$ cat config.mk
export PLATFORM = sky130hd
export DESIGN_NAME = button_conditioner
export DESIGN_NICKNAME = d
export VERILOG_FILES = /design/src/rtl/clock_pkg.sv /design/src/rtl/btn_channel.sv /design/src/rtl/button_conditioner.sv
export SDC_FILE = /design/constraint.sdc
export NUM_CORES = 1
export LEC_CHECK = 0
export BUFFER_PORTS_ARGS = -buffer_cell sky130_fd_sc_hd__buf_4
export CORE_MARGIN = 1
export CORE_UTILIZATION = 65
export CTS_CLUSTER_SIZE = 12
export DETAILED_ROUTE_END_ITERATION = 16
export PLACE_DENSITY = 0.86
export SETUP_SLACK_MARGIN = 0.2
export SLEW_MARGIN = 20
export SYNTH_ARGS = -nofsm -noshare
export SYNTH_HDL_FRONTEND = slang
export SYNTH_HIERARCHICAL = 1
export SYNTH_SLANG_ARGS = --single-unit
$ cat constraint.sdc
create_clock -name clk -period 4.5 [get_ports clk]
set_clock_uncertainty 0.1 [all_clocks]
set_input_delay 0.225 -clock clk [delete_from_list [all_inputs] [get_ports clk]]
set_output_delay 0.225 -clock clk [all_outputs]
set_load 0.01 [all_outputs]
$ cat src/rtl/clock_pkg.sv
// Shared constants and types for the digital clock's button front end.
// Default cycle counts are derived from millisecond figures at the system clock rate.
package clock_pkg;

    localparam int CLK_HZ       = 100_000_000;
    localparam int CYCLES_PER_MS = CLK_HZ / 1000;

    localparam int DEBOUNCE_MS = 10;
    localparam int HOLD_MS     = 500;
    localparam int REPEAT_MS   = 200;

    localparam int DEFAULT_DEBOUNCE_CYCLES = CYCLES_PER_MS * DEBOUNCE_MS;
    localparam int DEFAULT_HOLD_CYCLES     = CYCLES_PER_MS * HOLD_MS;
    localparam int DEFAULT_REPEAT_CYCLES   = CYCLES_PER_MS * REPEAT_MS;

    // Auto-repeat state of one button channel.
    typedef enum logic [1:0] {
        IDLE   = 2'd0,
        HOLD   = 2'd1,
        REPEAT = 2'd2
    } rep_state_t;

    // Larger of two integers, used to size the shared hold/repeat counter.
    function automatic int maxInt(input int a, input int b);
        return (a > b) ? a : b;
    endfunction

endpackage

$ cat src/rtl/btn_channel.sv
// One push-button channel: 2-FF synchroniser, counter debounce, press/release
// pulses and an auto-repeat step generator. All outputs come straight from flops.
module btn_channel
    import clock_pkg::*;
#(
    parameter int DEBOUNCE_CYCLES = DEFAULT_DEBOUNCE_CYCLES,
    parameter int HOLD_CYCLES     = DEFAULT_HOLD_CYCLES,
    parameter int REPEAT_CYCLES   = DEFAULT_REPEAT_CYCLES
) (
    input  logic clk,
    input  logic reset,
    input  logic i_btn,
    output logic o_level,
    output logic o_press,
    output logic o_release,
    output logic o_step
);

    localparam int DW   = (DEBOUNCE_CYCLES > 1) ? $clog2(DEBOUNCE_CYCLES) : 1;
    localparam int HMAX = maxInt(HOLD_CYCLES, REPEAT_CYCLES);
    localparam int HW   = (HMAX > 1) ? $clog2(HMAX) : 1;

    localparam logic [DW-1:0] D_LAST = DW'(DEBOUNCE_CYCLES - 1);
    localparam logic [HW-1:0] H_LAST = HW'(HOLD_CYCLES - 1);
    localparam logic [HW-1:0] R_LAST = HW'(REPEAT_CYCLES - 1);

    logic          r_s1;
    logic          r_s2;
    logic [DW-1:0] r_dcnt;
    logic          r_level;
    logic          r_press;
    logic          r_release;
    logic          r_step;
    logic [HW-1:0] r_hcnt;
    rep_state_t    r_state;

    logic          w_expire;
    logic          w_rise;
    logic          w_fall;
    rep_state_t    w_nextState;
    logic [HW-1:0] w_nextHcnt;
    logic          w_nextStep;

    // Detect the cycle on which the debounced level is about to flip, and in which direction.
    always_comb begin
        w_expire = (r_s2 != r_level) && (r_dcnt == D_LAST);
        w_rise   = w_expire &&  r_s2;
        w_fall   = w_expire && !r_s2;
    end

    // Synchronise the raw pin, run the debounce counter and register the edge pulses.
    always_ff @(posedge clk) begin
        if (reset) begin
            r_s1      <= 1'b0;
            r_s2      <= 1'b0;
            r_dcnt    <= '0;
            r_level   <= 1'b0;
            r_press   <= 1'b0;
            r_release <= 1'b0;
        end else begin
            r_s1      <= i_btn;
            r_s2      <= r_s1;
            r_press   <= w_rise;
            r_release <= w_fall;
            if (r_s2 == r_level) begin
                r_dcnt <= '0;
            end else if (w_expire) begin
                r_level <= r_s2;
                r_dcnt  <= '0;
            end else begin
                r_dcnt <= r_dcnt + DW'(1);
            end
        end
    end

    // Auto-repeat state, hold/repeat counter and step pulse register.
    always_ff @(posedge clk) begin
        if (reset) begin
            r_state <= IDLE;
            r_hcnt  <= '0;
            r_step  <= 1'b0;
        end else begin
            r_state <= w_nextState;
            r_hcnt  <= w_nextHcnt;
            r_step  <= w_nextStep;
        end
    end

    // Next-state logic; a debounced release always beats a coincident repeat expiry.
    always_comb begin
        w_nextState = r_state;
        w_nextHcnt  = r_hcnt;
        w_nextStep  = 1'b0;
        case (r_state)
            IDLE: begin
                w_nextHcnt = '0;
                if (w_rise) begin
                    w_nextStep  = 1'b1;
                    w_nextState = HOLD;
                end
            end
            HOLD: begin
                if (w_fall) begin
                    w_nextState = IDLE;
                    w_nextHcnt  = '0;
                end else if (r_hcnt == H_LAST) begin
                    w_nextStep  = 1'b1;
                    w_nextHcnt  = '0;
                    w_nextState = REPEAT;
                end else begin
                    w_nextHcnt = r_hcnt + HW'(1);
                end
            end
            REPEAT: begin
                if (w_fall) begin
                    w_nextState = IDLE;
                    w_nextHcnt  = '0;
                end else if (r_hcnt == R_LAST) begin
                    w_nextStep = 1'b1;
                    w_nextHcnt = '0;
                end else begin
                    w_nextHcnt = r_hcnt + HW'(1);
                end
            end
            default: begin
                w_nextState = IDLE;
                w_nextHcnt  = '0;
            end
        endcase
    end

    assign o_level   = r_level;
    assign o_press   = r_press;
    assign o_release = r_release;
    assign o_step    = r_step;

endmodule

$ cat src/rtl/button_conditioner.sv
// Conditions the raw clock-setting push-buttons into clean levels, edge pulses
// and auto-repeat steps. Each button is handled by its own independent channel.
module button_conditioner
    import clock_pkg::*;
#(
    parameter int N_BTN           = 4,
    parameter int DEBOUNCE_CYCLES = DEFAULT_DEBOUNCE_CYCLES,
    parameter int HOLD_CYCLES     = DEFAULT_HOLD_CYCLES,
    parameter int REPEAT_CYCLES   = DEFAULT_REPEAT_CYCLES
) (
    input  logic             clk,
    input  logic             reset,
    input  logic [N_BTN-1:0] btn_in,
    output logic [N_BTN-1:0] btn_level,
    output logic [N_BTN-1:0] btn_press,
    output logic [N_BTN-1:0] btn_release,
    output logic [N_BTN-1:0] btn_step
);

    for (genvar gi = 0; gi < N_BTN; gi++) begin : g_chan
        btn_channel #(
            .DEBOUNCE_CYCLES (DEBOUNCE_CYCLES),
            .HOLD_CYCLES     (HOLD_CYCLES),
            .REPEAT_CYCLES   (REPEAT_CYCLES)
        ) u_channel (
            .clk       (clk),
            .reset     (reset),
            .i_btn     (btn_in[gi]),
            .o_level   (btn_level[gi]),
            .o_press   (btn_press[gi]),
            .o_release (btn_release[gi]),
            .o_step    (btn_step[gi])
        );
    end

endmodule

==> summary.txt <==
Run status
  • Result of the run: complete, no violations

Logic synthesis
  • Async set-or-reset flop fraction in the synthesized netlist: 0
  • Number of unique standard cell types used by synthesis: 56
  • Cell type with the highest aggregate area in the netlist: sky130_fd_sc_hd__dfxtp_1
  • Yosys reg bits: 216
  • Average footprint of a synthesized cell: 8.80 um^2
  • Synthesized net count: 1189
  • Post-synth EDFFs: 0
  • Yosys synthesis warning count: 6
  • Instance count of the mapped netlist: 1159
  • Most frequent cell after synthesis: sky130_fd_sc_hd__dfxtp_1
  • Leading register cell type out of synthesis: sky130_fd_sc_hd__dfxtp_1
  • Most common library cells after synthesis: sky130_fd_sc_hd__dfxtp_1 (216), sky130_fd_sc_hd__nor2_1 (213), sky130_fd_sc_hd__xnor2_1 (108)
  • Summed instance area of the synthesized netlist: 0.0102 mm^2
  • Main area contributors after synthesis: sky130_fd_sc_hd__dfxtp_1 (42%), sky130_fd_sc_hd__xnor2_1 (9.3%), sky130_fd_sc_hd__nor2_1 (7.8%), sky130_fd_sc_hd__xor2_1 (5.5%), sky130_fd_sc_hd__nand3_1 (3.7%)
  • Sequential area share after synthesis: 0.424
  • Share of Yosys cell area claimed by the top area cell type: 0.424

Timing
  • Post-route setup slack: 2050 ps
  • Final slew viol count: 0
  • Final Hold Viols: 0
  • Total of endpoints with negative setup slack in the final report: 0
  • Worst slew margin: 0.473
  • Period minus WS final: 2450 ps
  • Fin Setup TNS: 0 ps
  • Smallest hold slack: 57.2 ps
  • Unrepaired setup endpoints after global routing: false
  • Worst Max-Slew Pin Slew: 791 ps
  • Maximum achievable frequency: 408 MHz
  • Final clock period utilization by the worst path: 0.545

Cells and area
  • Fraction of final layout cells with drive strength greater than 1: 0.0657
  • Fill cells: 1093
  • P&R area growth vs syn: 9.76%
  • Final cell count without fillers: 1398
  • Number of antenna repair diodes: 0
  • Fin area: 0.0112 mm^2
  • Nets: 1206
  • Final core utilization: 0.734

Routing
  • Pre-Repair DR Iteration Count: 5
  • Total DRC errors in the routed layout: 0
  • Antenna Nets Post-Route: 0
  • Total length of routed wires: 19400 um
  • Ratio of routed vias to standard cells: 5.70
  • Post-detailed-route wirelength per cell: 13.9 um
  • Initial DRC count: 410
  • Vias: 7970

Min path
  • Worst min path class: input pin to flip-flop

Global route
  • Number of global-route vias before repair: 7276
  • Total gr overflow: 0
  • Pin count of the biggest net entering global routing: 43
  • Global-route wire length before repair: 33200 um
  • Global-route total usage across every layer: 0.240
  • Antenna violations before repair: 0

Die
  • Initial standard-cell utilization of the core: 0.668
  • Core region area: 0.0153 mm^2
  • Die span in y: 127 um
  • Area of the die: 0.0162 mm^2
  • Chip Width: 127 um
  • Floorplan row count: 45
  • Top Ports: 22

Power and ir drop
  • Switching power as a share of total power: 0.201
  • P per Cell Area: 325 mW/mm^2
  • Design internal power: 2.91 mW
  • IR Drop Worst-Case VDD: 0.294 mV
  • Comb power frac: 0.008
  • Part of the power in registers: 0.528
  • Total Power: 3.64 mW
  • Switching power: 0.731 mW
  • Leakage: 3.54 nW
  • Part of the total power dissipated in the clock network: 0.463

Setup path
  • CP endpoint kind: flip-flop
  • Kind of critical path: flip-flop to flip-flop
  • Crit-path cells: xnor2_1 > nand4b_1 > or3_1 > or4b_1 > a211oi_1
  • Cell with the largest stage delay on the worst path: sky130_fd_sc_hd__dfxtp_1
  • Critical path fanouts, max: 11
  • Critical path data arrival time: 2760 ps
  • Startpoint type of the worst setup path: flip-flop
  • Top cell family by delay on the critical path: simple AND/OR/NAND/NOR gates
  • Endpoint required time on the critical path: 4810 ps
  • Worst-case register-to-register setup slack: 2050 ps
  • Buffers and inverters on the worst path: 0
  • Slowest cell delay on critical path: 550 ps

CTS
  • Number of buffers inserted by post-CTS setup repair: 0
  • Sinks on the clock net: 216
  • Clock-pin slew on the worst setup and hold paths: 60 ps
  • Root Driver: sky130_fd_sc_hd__clkbuf_16
  • Maximum buffer depth of the clock tree: 3
  • CTS buffer count: 23
  • Max H-tree Level: 1
  • CTS tree: built
  • Source-to-sink clock delay at the later pin of the worst-skew pair: 500 ps

Placement
  • DP Worst Slack: 2090 ps
  • Number of port buffers: 21
  • DP Area: 0.0105 mm^2
  • Inst Count DP: 1358
  • Final Wtd Congestion: 0.850
  • Placed wire-length estimate: 12700 um

Job
  • Maximum Capacitance Violations: 0
[state kept, by name, summed over array words and instances (netlist names)]
signal                      count
g_chan.u_channel/o_level        4
g_chan.u_channel/o_press        4
g_chan.u_channel/o_release      4
g_chan.u_channel/o_step         4
g_chan.u_channel/r_dcnt        80
g_chan.u_channel/r_hcnt       104
g_chan.u_channel/r_s1           4
g_chan.u_channel/r_s2           4
g_chan.u_channel/r_state        8
[cell families (layout without fill, tap and decap cells)]
| family | Yosys count | in the layout | share of synthesized area |
|---|---|---|---|
| DFF | 216 | 216 | 0.424 |
| muxes | 1 | 1 | 0.000981 |
| xor gates and xnor gates | 172 | 172 | 0.148 |
| AOI/OAI and AO/OA | 50 | 50 | 0.0378 |
| and+or+nand+nor | 628 | 628 | 0.332 |
| adders and majority gates | 24 | 24 | 0.0294 |
| buffers and inverters | 68 | 96 | 0.0282 |
[timing repair]
item / 4_1_cts / 5_1_grt
hold buffers: 4 / 0
hold endpoints to repair: 4 / 0
resized for setup: 0 / 0
[worst register-to-register path, delay by kind of cell, from the launching register on]
kind | cells | cell delay (ps)
xor gates and xnor gates | 1 | 160
AOI/OAI and AO/OA | 1 | 230
DFF | 1 | 550
and+or+nand+nor | 3 | 1330
[cell type report]
class	count	area [um^2]	share of cell area
Multi-Input combinational cell	875	5610	0.501
Sequential cell	216	4320	0.386
Clock buffer	33	643	0.0574
Tap cell	211	264	0.0236
Timing Repair Buffer	28	220	0.0197
Inverter	32	120	0.0107
Clock inverter	3	17.5	0.00156
[power by group through the flow]
stage | Sequential (mW) | Combinational (mW) | Clock, mW
floorplan | 1.96 | 0.0212 | 0
global placement | 1.96 | 0.0271 | 0
detailed placement | 1.96 | 0.0276 | 0
CTS | 1.92 | 0.0307 | 1.72
global route | 1.92 | 0.0335 | 1.81
finish | 1.92 | 0.0307 | 1.69
[worst paths after layout]
kind,startpoint,endpoint,depth (start not counted)
max reg2reg,g_chan[1].u_channel/r_s2,g_chan[1].u_channel/r_state[0],5
min reg2reg,g_chan[0].u_channel/r_hcnt[0],g_chan[0].u_channel/r_hcnt[0],1
min,reset,g_chan[1].u_channel/r_s2,2
max,g_chan[1].u_channel/r_s2,g_chan[1].u_channel/r_state[0],5
[placed cells by master (no fill, tap or decap), types with 4 or more instances in the layout]
cell type                       count
sky130_fd_sc_hd__a21oi_1            9
sky130_fd_sc_hd__a221oi_1           5
sky130_fd_sc_hd__and2_1             9
sky130_fd_sc_hd__and3_1            35
sky130_fd_sc_hd__and3_2             5
sky130_fd_sc_hd__and4_1            14
sky130_fd_sc_hd__and4b_1            4
sky130_fd_sc_hd__buf_4             24
sky130_fd_sc_hd__clkbuf_1           7
sky130_fd_sc_hd__clkbuf_16         23
sky130_fd_sc_hd__dfxtp_1          216
sky130_fd_sc_hd__dlygate4sd3_1      4
sky130_fd_sc_hd__ha_1              24
sky130_fd_sc_hd__inv_1             32
sky130_fd_sc_hd__nand2_1           55
sky130_fd_sc_hd__nand2b_1           4
sky130_fd_sc_hd__nand3_1           76
sky130_fd_sc_hd__nand4_1           44
sky130_fd_sc_hd__nor2_1           213
sky130_fd_sc_hd__nor2b_1           12
sky130_fd_sc_hd__nor3_1            56
sky130_fd_sc_hd__nor3b_1            8
sky130_fd_sc_hd__nor4_1            28
sky130_fd_sc_hd__nor4b_1            6
sky130_fd_sc_hd__nor4b_4            4
sky130_fd_sc_hd__nor4bb_1           4
sky130_fd_sc_hd__o21ai_0            8
sky130_fd_sc_hd__o31ai_1            4
sky130_fd_sc_hd__o41a_1             6
sky130_fd_sc_hd__or3_1             12
sky130_fd_sc_hd__or4_1              8
sky130_fd_sc_hd__or4b_1             4
sky130_fd_sc_hd__xnor2_1          108
sky130_fd_sc_hd__xor2_1            64
[metal layers]
metal | up-vias | share of wire | GRT usage
met2 | 147 | 0.47 | 0.404
met3 | 28 | 0.035 | 0.0310
met4 | 0 | 0.017 | 0.0553
li1 | 4070 | - | -
met1 | 3725 | 0.48 | 0.328
met5 | - | 0 | 0
(Power assumes the default switching activity.)
